==> src/rtl/ascon_ctrl_fsm_pkg.sv <==
// Shared types and constants for the ASCON-128 control FSM.
package ascon_ctrl_fsm_pkg;

  // Permutation rounds always end on index 11; a phase of N rounds starts at 12-N.
  localparam int          ROUND_CNT     = 12;
  localparam logic [3:0]  ROUND_LAST    = 4'd11;
  localparam logic [3:0]  ROUND_START_A = 4'd0;
  localparam logic [3:0]  ROUND_START_B = 4'd6;

  typedef enum logic [2:0] {
    ST_IDLE    = 3'd0,
    ST_INIT    = 3'd1,
    ST_WAIT_AD = 3'd2,
    ST_AD_PERM = 3'd3,
    ST_WAIT_PT = 3'd4,
    ST_PT_PERM = 3'd5,
    ST_FINAL   = 3'd6,
    ST_END     = 3'd7
  } state_t;

  // First round index of a phase with the given number of rounds.
  function automatic logic [3:0] round_start(input int rounds);
    return 4'(ROUND_CNT - rounds);
  endfunction

endpackage

==> src/rtl/ascon_ctrl_fsm_round_counter.sv <==
// Round index counter: loadable at phase entry, flags the final round (11).
module ascon_ctrl_fsm_round_counter
  import ascon_ctrl_fsm_pkg::*;
(
  input  logic       clock_i,
  input  logic       reset_i,
  input  logic       load,
  input  logic [3:0] load_value,
  input  logic       enable,
  output logic [3:0] count,
  output logic       last
);

  // Load has priority over increment; the FSM never enables past the last round.
  always_ff @(posedge clock_i) begin
    if (reset_i) begin
      count <= ROUND_START_A;
    end else if (load) begin
      count <= load_value;
    end else if (enable) begin
      count <= count + 4'd1;
    end
  end

  assign last = (count == ROUND_LAST);

endmodule

==> src/rtl/ascon_ctrl_fsm.sv <==
// ASCON-128 AEAD control FSM driving the permutation/XOR datapath.
//
// state    | meaning
// ---------+--------------------------------------------------------------
// IDLE     | waiting for start_i, all outputs low
// INIT     | initialization permutation p^a, first round loads IV||K||N
// WAIT_AD  | ready for an associated-data block
// AD_PERM  | remaining p^b rounds of an AD block
// WAIT_PT  | ready for a plaintext block
// PT_PERM  | remaining p^b rounds of a non-final PT block
// FINAL    | finalization permutation p^a after the last PT block
// END      | one-cycle tag_valid_o, then back to IDLE
module ascon_ctrl_fsm
  import ascon_ctrl_fsm_pkg::*;
#(
  parameter int ROUNDS_A = 12,
  parameter int ROUNDS_B = 6
) (
  input  logic       clock_i,
  input  logic       reset_i,
  input  logic       start_i,
  input  logic       data_valid_i,
  input  logic       data_last_i,
  output logic       data_ready_o,
  output logic       sel_o,
  output logic       en_reg_o,
  output logic [3:0] round_o,
  output logic       en_xor_data_o,
  output logic       en_xor_key_begin_o,
  output logic       en_xor_key_end_o,
  output logic       en_xor_lsb_o,
  output logic       en_cypher_o,
  output logic       en_tag_o,
  output logic       cypher_valid_o,
  output logic       tag_valid_o,
  output logic       busy_o
);

  localparam logic [3:0] START_A      = round_start(ROUNDS_A);
  localparam logic [3:0] START_B      = round_start(ROUNDS_B);
  localparam logic [3:0] START_A_NEXT = 4'(START_A + 4'd1);
  localparam logic [3:0] START_B_NEXT = 4'(START_B + 4'd1);

  state_t     state_q;
  state_t     state_d;
  logic       last_ad_q;
  logic       cypher_valid_q;
  logic       ad_accept;
  logic       pt_accept;
  logic       cnt_load;
  logic [3:0] cnt_load_value;
  logic       cnt_enable;
  logic [3:0] cnt_value;
  logic       cnt_last;

  ascon_ctrl_fsm_round_counter u_round_counter (
    .clock_i    (clock_i),
    .reset_i    (reset_i),
    .load       (cnt_load),
    .load_value (cnt_load_value),
    .enable     (cnt_enable),
    .count      (cnt_value),
    .last       (cnt_last)
  );

  assign ad_accept = (state_q == ST_WAIT_AD) && data_valid_i;
  assign pt_accept = (state_q == ST_WAIT_PT) && data_valid_i;

  // State register; reset wins over every other input.
  always_ff @(posedge clock_i) begin
    if (reset_i) begin
      state_q <= ST_IDLE;
    end else begin
      state_q <= state_d;
    end
  end

  // last_ad is captured with the AD block; cipher-valid trails each PT accept by one cycle.
  always_ff @(posedge clock_i) begin
    if (reset_i) begin
      last_ad_q      <= 1'b0;
      cypher_valid_q <= 1'b0;
    end else begin
      if (ad_accept) begin
        last_ad_q <= data_last_i;
      end
      cypher_valid_q <= pt_accept;
    end
  end

  // Next-state, counter control and datapath enables.
  always_comb begin
    state_d            = state_q;
    cnt_load           = 1'b0;
    cnt_load_value     = START_A;
    cnt_enable         = 1'b0;
    data_ready_o       = 1'b0;
    sel_o              = 1'b0;
    en_reg_o           = 1'b0;
    round_o            = 4'd0;
    en_xor_data_o      = 1'b0;
    en_xor_key_begin_o = 1'b0;
    en_xor_key_end_o   = 1'b0;
    en_xor_lsb_o       = 1'b0;
    en_cypher_o        = 1'b0;
    en_tag_o           = 1'b0;
    tag_valid_o        = 1'b0;

    case (state_q)
      ST_IDLE: begin
        if (start_i) begin
          cnt_load       = 1'b1;
          cnt_load_value = START_A;
          state_d        = ST_INIT;
        end
      end

      ST_INIT: begin
        en_reg_o = 1'b1;
        sel_o    = (cnt_value != START_A);
        round_o  = cnt_value;
        if (cnt_last) begin
          en_xor_key_end_o = 1'b1;
          state_d          = ST_WAIT_AD;
        end else begin
          cnt_enable = 1'b1;
        end
      end

      ST_WAIT_AD: begin
        data_ready_o = 1'b1;
        if (data_valid_i) begin
          en_reg_o       = 1'b1;
          sel_o          = 1'b1;
          en_xor_data_o  = 1'b1;
          round_o        = START_B;
          cnt_load       = 1'b1;
          cnt_load_value = START_B_NEXT;
          state_d        = ST_AD_PERM;
        end
      end

      ST_AD_PERM: begin
        en_reg_o = 1'b1;
        sel_o    = 1'b1;
        round_o  = cnt_value;
        if (cnt_last) begin
          en_xor_lsb_o = last_ad_q;
          state_d      = last_ad_q ? ST_WAIT_PT : ST_WAIT_AD;
        end else begin
          cnt_enable = 1'b1;
        end
      end

      ST_WAIT_PT: begin
        data_ready_o = 1'b1;
        if (data_valid_i) begin
          en_reg_o      = 1'b1;
          sel_o         = 1'b1;
          en_xor_data_o = 1'b1;
          en_cypher_o   = 1'b1;
          cnt_load      = 1'b1;
          if (data_last_i) begin
            // Last block goes straight into finalization: key XOR before p^a.
            en_xor_key_begin_o = 1'b1;
            round_o            = START_A;
            cnt_load_value     = START_A_NEXT;
            state_d            = ST_FINAL;
          end else begin
            round_o        = START_B;
            cnt_load_value = START_B_NEXT;
            state_d        = ST_PT_PERM;
          end
        end
      end

      ST_PT_PERM: begin
        en_reg_o = 1'b1;
        sel_o    = 1'b1;
        round_o  = cnt_value;
        if (cnt_last) begin
          state_d = ST_WAIT_PT;
        end else begin
          cnt_enable = 1'b1;
        end
      end

      ST_FINAL: begin
        en_reg_o = 1'b1;
        sel_o    = 1'b1;
        round_o  = cnt_value;
        if (cnt_last) begin
          en_xor_key_end_o = 1'b1;
          en_tag_o         = 1'b1;
          state_d          = ST_END;
        end else begin
          cnt_enable = 1'b1;
        end
      end

      ST_END: begin
        tag_valid_o = 1'b1;
        state_d     = ST_IDLE;
      end

      default: begin
        state_d = ST_IDLE;
      end
    endcase
  end

  assign busy_o         = (state_q != ST_IDLE);
  assign cypher_valid_o = cypher_valid_q;

endmodule
==> config.mk <==
export PLATFORM = sky130hd
export DESIGN_NAME = ascon_ctrl_fsm
export DESIGN_NICKNAME = d
export VERILOG_FILES = /design/src/rtl/ascon_ctrl_fsm_pkg.sv /design/src/rtl/ascon_ctrl_fsm_round_counter.sv /design/src/rtl/ascon_ctrl_fsm.sv
export SDC_FILE = /design/constraint.sdc
export NUM_CORES = 1
export LEC_CHECK = 0
export ABC_AREA = 1
export ABC_CLOCK_PERIOD_IN_PS = 2800
export CAP_MARGIN = 20
export CORE_AREA = 5 5 55 57
export CTS_BUF_LIST = sky130_fd_sc_hd__clkbuf_16
export DETAILED_ROUTE_END_ITERATION = 6
export DIE_AREA = 0 0 60 62
export PLACE_DENSITY = 0.66
export SLEW_MARGIN = 20
export SYNTH_ARGS = -nofsm -noshare
export SYNTH_HDL_FRONTEND = slang
export SYNTH_SLANG_ARGS = --single-unit
==> constraint.sdc <==
create_clock -name clock_i -period 2.8 [get_ports clock_i]
set_clock_uncertainty 0.2 [all_clocks]
set_input_delay 0.28 -clock clock_i [delete_from_list [all_inputs] [get_ports clock_i]]
set_output_delay 0.28 -clock clock_i [all_outputs]
set_load 0.02 [all_outputs]
Word-level counts from Yosys, hierarchy flattened:

Cells that the tools add are included.

* equality and inequality tests: 15
* multiplexer cells: 39
* reduce and logical (&&, ||, !) cells: 11
* $add $sub $neg: 1

Operators by type and width (count)
* $mux 3: 14
* $pmux 3 s8: 1
* $mux 1: 16
* $ne 2x2->1 const B: 7
* $eq 3x3->1 const B: 4
* $pmux 4 s3: 1
* $mux 4: 2
* $reduce_and 7->1: 1
* $eq 3x2->1 const B: 2
* $pmux 3 s2: 1
* $add 4x1->4 const B: 1
* $eq 4x4->1 const B: 1
* $pmux 1 s2: 2
* $reduce_bool 4->1: 1
* $reduce_or 2->1: 2
* $reduce_or 4->1: 1
* $eq 3x1->1 const B: 1
* $logic_not 3->1: 1
* $pmux 1 s3: 1
* $reduce_bool 3->1: 1
* $reduce_or 3->1: 1
* $logic_and 1x1->1: 2
* $mux 2: 1
* $reduce_bool 2->1: 1

* output and inout bits: 16
* bits in registers: 9

Depth between registers and ports, before layout:

Gate-level depths: netlist (run 1).

* depth in word-level cells: 5
* depth in mapped cells: 10
* mapped depth without buffers: 9

By module:

Synthesis (run 1) repeated with hierarchy kept, for this count alone.

* cells, all modules: 122
* area total of the unflattened synthesis: 726.9 um^2

Modules (own cells, without submodules)
* ascon_ctrl_fsm: cells an instance 87, instances 1, area an instance 491.7 um^2
* ascon_ctrl_fsm_round_counter: cells an instance 35, instances 1, area an instance 235.2 um^2

Worst setup path after synthesis (run 1):

Ideal clock, no wire load.

* path type: reg2out
* from: register state_q[0]
* to: output round_o[1]
* path buffers: 1
* setup slack: 1005 ps
* cell stages (with the launch flop): 7
* arrival: 1315 ps
* cell sequence: dfxtp_1 buf_6 nand2_1 nand2_2 o21ai_4 inv_1 o21ai_0

* cells in the longest elaborated chain, start to end: 3
* elaborated cells on any way between the ends: 8
* classes of those cells: eq/ne (6); mux (1); reduce/logical (1)

Ends and longest elaborated chain
* from (decl): line ascon_ctrl_fsm.sv:44 `state_t state_q;`
* from (signal assigned): line ascon_ctrl_fsm.sv:74 `state_q <= state_d;`
* $eq 3x3->1, or another cell as far along: line ascon_ctrl_fsm.sv:109 `case (state_q)`
* $reduce_or 4->1 (no source line)
* $pmux 4 s3 (*): line ascon_ctrl_fsm.sv:109
* to (decl): line ascon_ctrl_fsm.sv:27 `output logic [3:0] round_o,`

Every way passes the cells marked *; elsewhere a longest branch is shown, timed or not.

Worst setup path after layout (run 1):

Ends and elaborated chain as after synthesis.

==> impl_results.md, run 1 <==
* Worst R2R Setup Slack at 1150 ps
* Final number of setup-violating endpoints at 0
* CTS tree: yes
* Final ANT Viol Nets at 0
* Initial DRC count at 19
* RR Startpoint: state_q[2]
* Standard-cell row count at 18
* Origin of the worst min-delay path: u_round_counter.count[1]
* ANT cells at 0
* Net load switching power at 0.000557 W
* Switching share of power at 46.7%
* Worst Tran Pin Value at 412 ps
* Number of maximum-capacitance constraint violations at 0
* DR pass1 iterations at 4
* Die outline area at 3720 um^2
* DR vias at 828
* Largest net degree at the start of global routing at 13
* Number of cells on the worst hold path at 2
* I/O Pins at 21
* Final hold violation count at 0
* GRT Resource Usage Total at 11.9%
* Syn nets at 128
* Worst-Skew Late Latency at 230 ps
* Routed wire per std cell at 11.3 um
* Detailed-route DRC error count at 0
* Multi-input combinational cell area at 523 um^2
* End point of the most critical hold path: u_round_counter.count[1]
* Post-Synthesis Mean Instance Area at 6.68 um^2
* RSZ-0062 raised after global routing: no
* Internal Power at 0.000636 W
* Port Buffers at 20
* Power density normalized to cell area at 1090 nW/um^2
* Core Area at 2430 um^2
* Sequential fraction of design power at 19.4%
* Combinational group share of total power at 60.1%
* Synth-to-Final Area Change at 35.0%
* Standard cell area after detailed placement at 1010 um^2
* Chip Width at 60 um
* Distinct cell type count of the synthesized netlist at 24
* Buffers inserted during post-CTS setup optimization at 0
* Type of element capturing the critical path: output pin
* Result of the run: finished, final reports clean
* Worst endpoint data arrival time at 2020 ps
* Average via count per standard cell at 4.81
* Worst Path Class, Setup: reg2out
* Clock transition at the registers of the reported paths at 40 ps
* Synthesized cell area at 808 um^2
* Resized cells post-CTS at 0
* Number of filler cells placed in the layout at 244
* Sequential cell area fraction in the yosys report at 22.3%
* Final WL at 1950 um
* Hold buffer count at CTS at 0
* Final sum of negative setup slack at 0 ps
* Post-route worst hold slack at 330 ps
* Die extent in y at 62 um
* Sinks on Clock Net at 9
* Worst vdd rail ir drop at 0.526 mV
* Path category of the worst min-delay check: reg2reg
* Crit path launch type: register
* Number of synthesized register bits at 9
* Relative slew slack at 72.5%
* Grt total ovfl at 0
* Maximum fanout count along the critical path at 9
* Commonest non-fill, non-tap cell in the layout: nand2_1
* Total design power at 0.00119 W
* Number of nets in the layout at 150
* Endpoint of the lowest-slack register-to-register path: u_round_counter.count[2]
* Req. time, crit path at 2320 ps
* Sequential cell area at 180 um^2
* Vias in the first global route at 802
* Starting density of the core at 33.2%
* Share of power burned in the clock network at 20.5%
* Final Max Tran Viols at 0
* Synth Instances at 121
* Detailed Place HPWL at 1550 um
* Most frequent cells in the layout: nand2_1 (27), clkdlybuf4s50_1 (20), inv_1 (15), nand3_1 (15), nor2_1 (10)
* Post-Place Setup Slack at 357 ps
* Achievable Freq at 400 MHz
* Clock period minus final worst setup slack at 2500 ps
* Worst Reg-to-Reg Cells at 7
* Pleak at 0.483 nW
* Number of buffers on the longest clock path at 2
* Final worst path period share at 89.3%
* Cell at the root of the clock tree: clkbuf_16
* First-pass GRT wire length at 3410 um
* Number of H-tree branching levels at 1
* Final worst-path setup slack at 299 ps
* Initial antenna violation count at 0
* Post-route cell area at 1090 um^2
* Count of yosys warnings during synthesis at 0
* Share of final-layout standard cells stronger than drive strength 1 at 19.0%
* Routability congestion estimate from global placement at 0.820
* Cts bufs inserted at 3
## cell usage after synthesis
| cell | n | area (um^2) |
|---|---|---|
| a21oi_2 | 2 | 17.5 |
| o2111ai_1 | 1 | 8.76 |
| clkinv_1 | 1 | 3.75 |
| nor2_2 | 2 | 12.5 |
| dfxtp_1 | 9 | 180 |
| nor2_4 | 4 | 45.0 |
| nand2_1 | 27 | 101 |
| nand3_1 | 15 | 75.1 |
| nand3_2 | 3 | 30.0 |
| nand2_4 | 2 | 22.5 |
| nand3_4 | 1 | 17.5 |
| a31o_2 | 1 | 8.76 |
| ha_1 | 2 | 25.0 |
| a21oi_1 | 4 | 20.0 |
| inv_1 | 14 | 52.6 |
| xnor2_1 | 1 | 8.76 |
| nor2_1 | 10 | 37.5 |
| o21ai_4 | 1 | 16.3 |
| nand2_2 | 4 | 25.0 |
| buf_6 | 3 | 33.8 |
| nand4_1 | 1 | 6.26 |
| o21ai_0 | 7 | 35.0 |
| nor3_1 | 2 | 10.0 |
| inv_2 | 4 | 15.0 |
## critical path, cell delays in order (launching register included)
cell,delay (ps)
dfxtp_1,560
nor2_4,130
o21ai_4,230
inv_1,100
o21ai_0,150
clkdlybuf4s50_1,630
## flip-flops by register name, indices dropped and copies added, names as in the netlist
name and count:
u_round_counter.count 4, last_ad_q 1, state_q 3, cypher_valid_o 1
## cell type report
| cell class | instances | area share [%] |
|---|---|---|
| Inverter | 19 | 6.54 |
| Timing Repair Buffer | 20 | 18.3 |
| Clock buffer | 3 | 6.88 |
| Multi-Input combinational cell | 90 | 47.9 |
| Tap cell | 30 | 3.44 |
| Sequential cell | 9 | 16.5 |
| Clock inverter | 1 | 0.344 |
## worst max path at each step
stage                      start          to  slack (ps)  cells past startpoint
floorplan             state_q[0]  round_o[1]        1010                      6
global placement    data_valid_i  round_o[2]         380                      6
detailed placement  data_valid_i  round_o[1]         360                      6
finish                state_q[0]  round_o[1]         300                      5
CTS                   state_q[0]  round_o[1]         300                      6
global route          state_q[2]  round_o[1]         140                      6
## cells by family after synthesis
logic type / share of synthesized area [%]
AO/OA/AOI/OAI: 13.2
AND/OR/NAND/NOR: 47.4
XOR/XNOR: 1.08
adder cells (fa/ha/maj): 3.10
buffers and inverters: 13.0
flip-flops: 22.3
## metrics by stage
stage               util (%)  cells
global placement        41.6    168
CTS                     44.9    172
floorplan                  -    121
detailed placement      41.6    168
global route            44.9    172
finish                  44.9    172
## power by group through the flow
stage          logic [W]  registers (W)  clock network (W)
4_1_cts         0.000724       0.000232           0.000252
3_5_place_dp    0.000720       0.000234                  0
6_report        0.000717       0.000231           0.000244
2_1_floorplan   0.000554       0.000201                  0
5_1_grt         0.000806       0.000238           0.000259
3_3_place_gp    0.000717       0.000231                  0
## layer usage
metal / routed length [um] / share of wire [%] / GRT usage, % / up-vias
li1: - / - / - / 429
met1: 942 / 48 / 15.8 / 368
met2: 836 / 43 / 19.3 / 29
met3: 150 / 7.7 / 1.45 / 2
met4: 17 / 0.87 / 5.70 / 0
met5: 0 / 0 / 0 / -
Power figures use the tool's default switching activity.
==> inputs of run 2 (changes only) <==
--- a/config.mk
+++ b/config.mk
@@ -7,7 +7,6 @@
 export LEC_CHECK = 0
 export ABC_AREA = 1
 export ABC_CLOCK_PERIOD_IN_PS = 2800
-export CAP_MARGIN = 20
 export CORE_AREA = 5 5 55 57
 export CTS_BUF_LIST = sky130_fd_sc_hd__clkbuf_16
 export DETAILED_ROUTE_END_ITERATION = 6
==> results of run 2 <==
The final DEF is identical to that of run 1; final timing and power are the same.
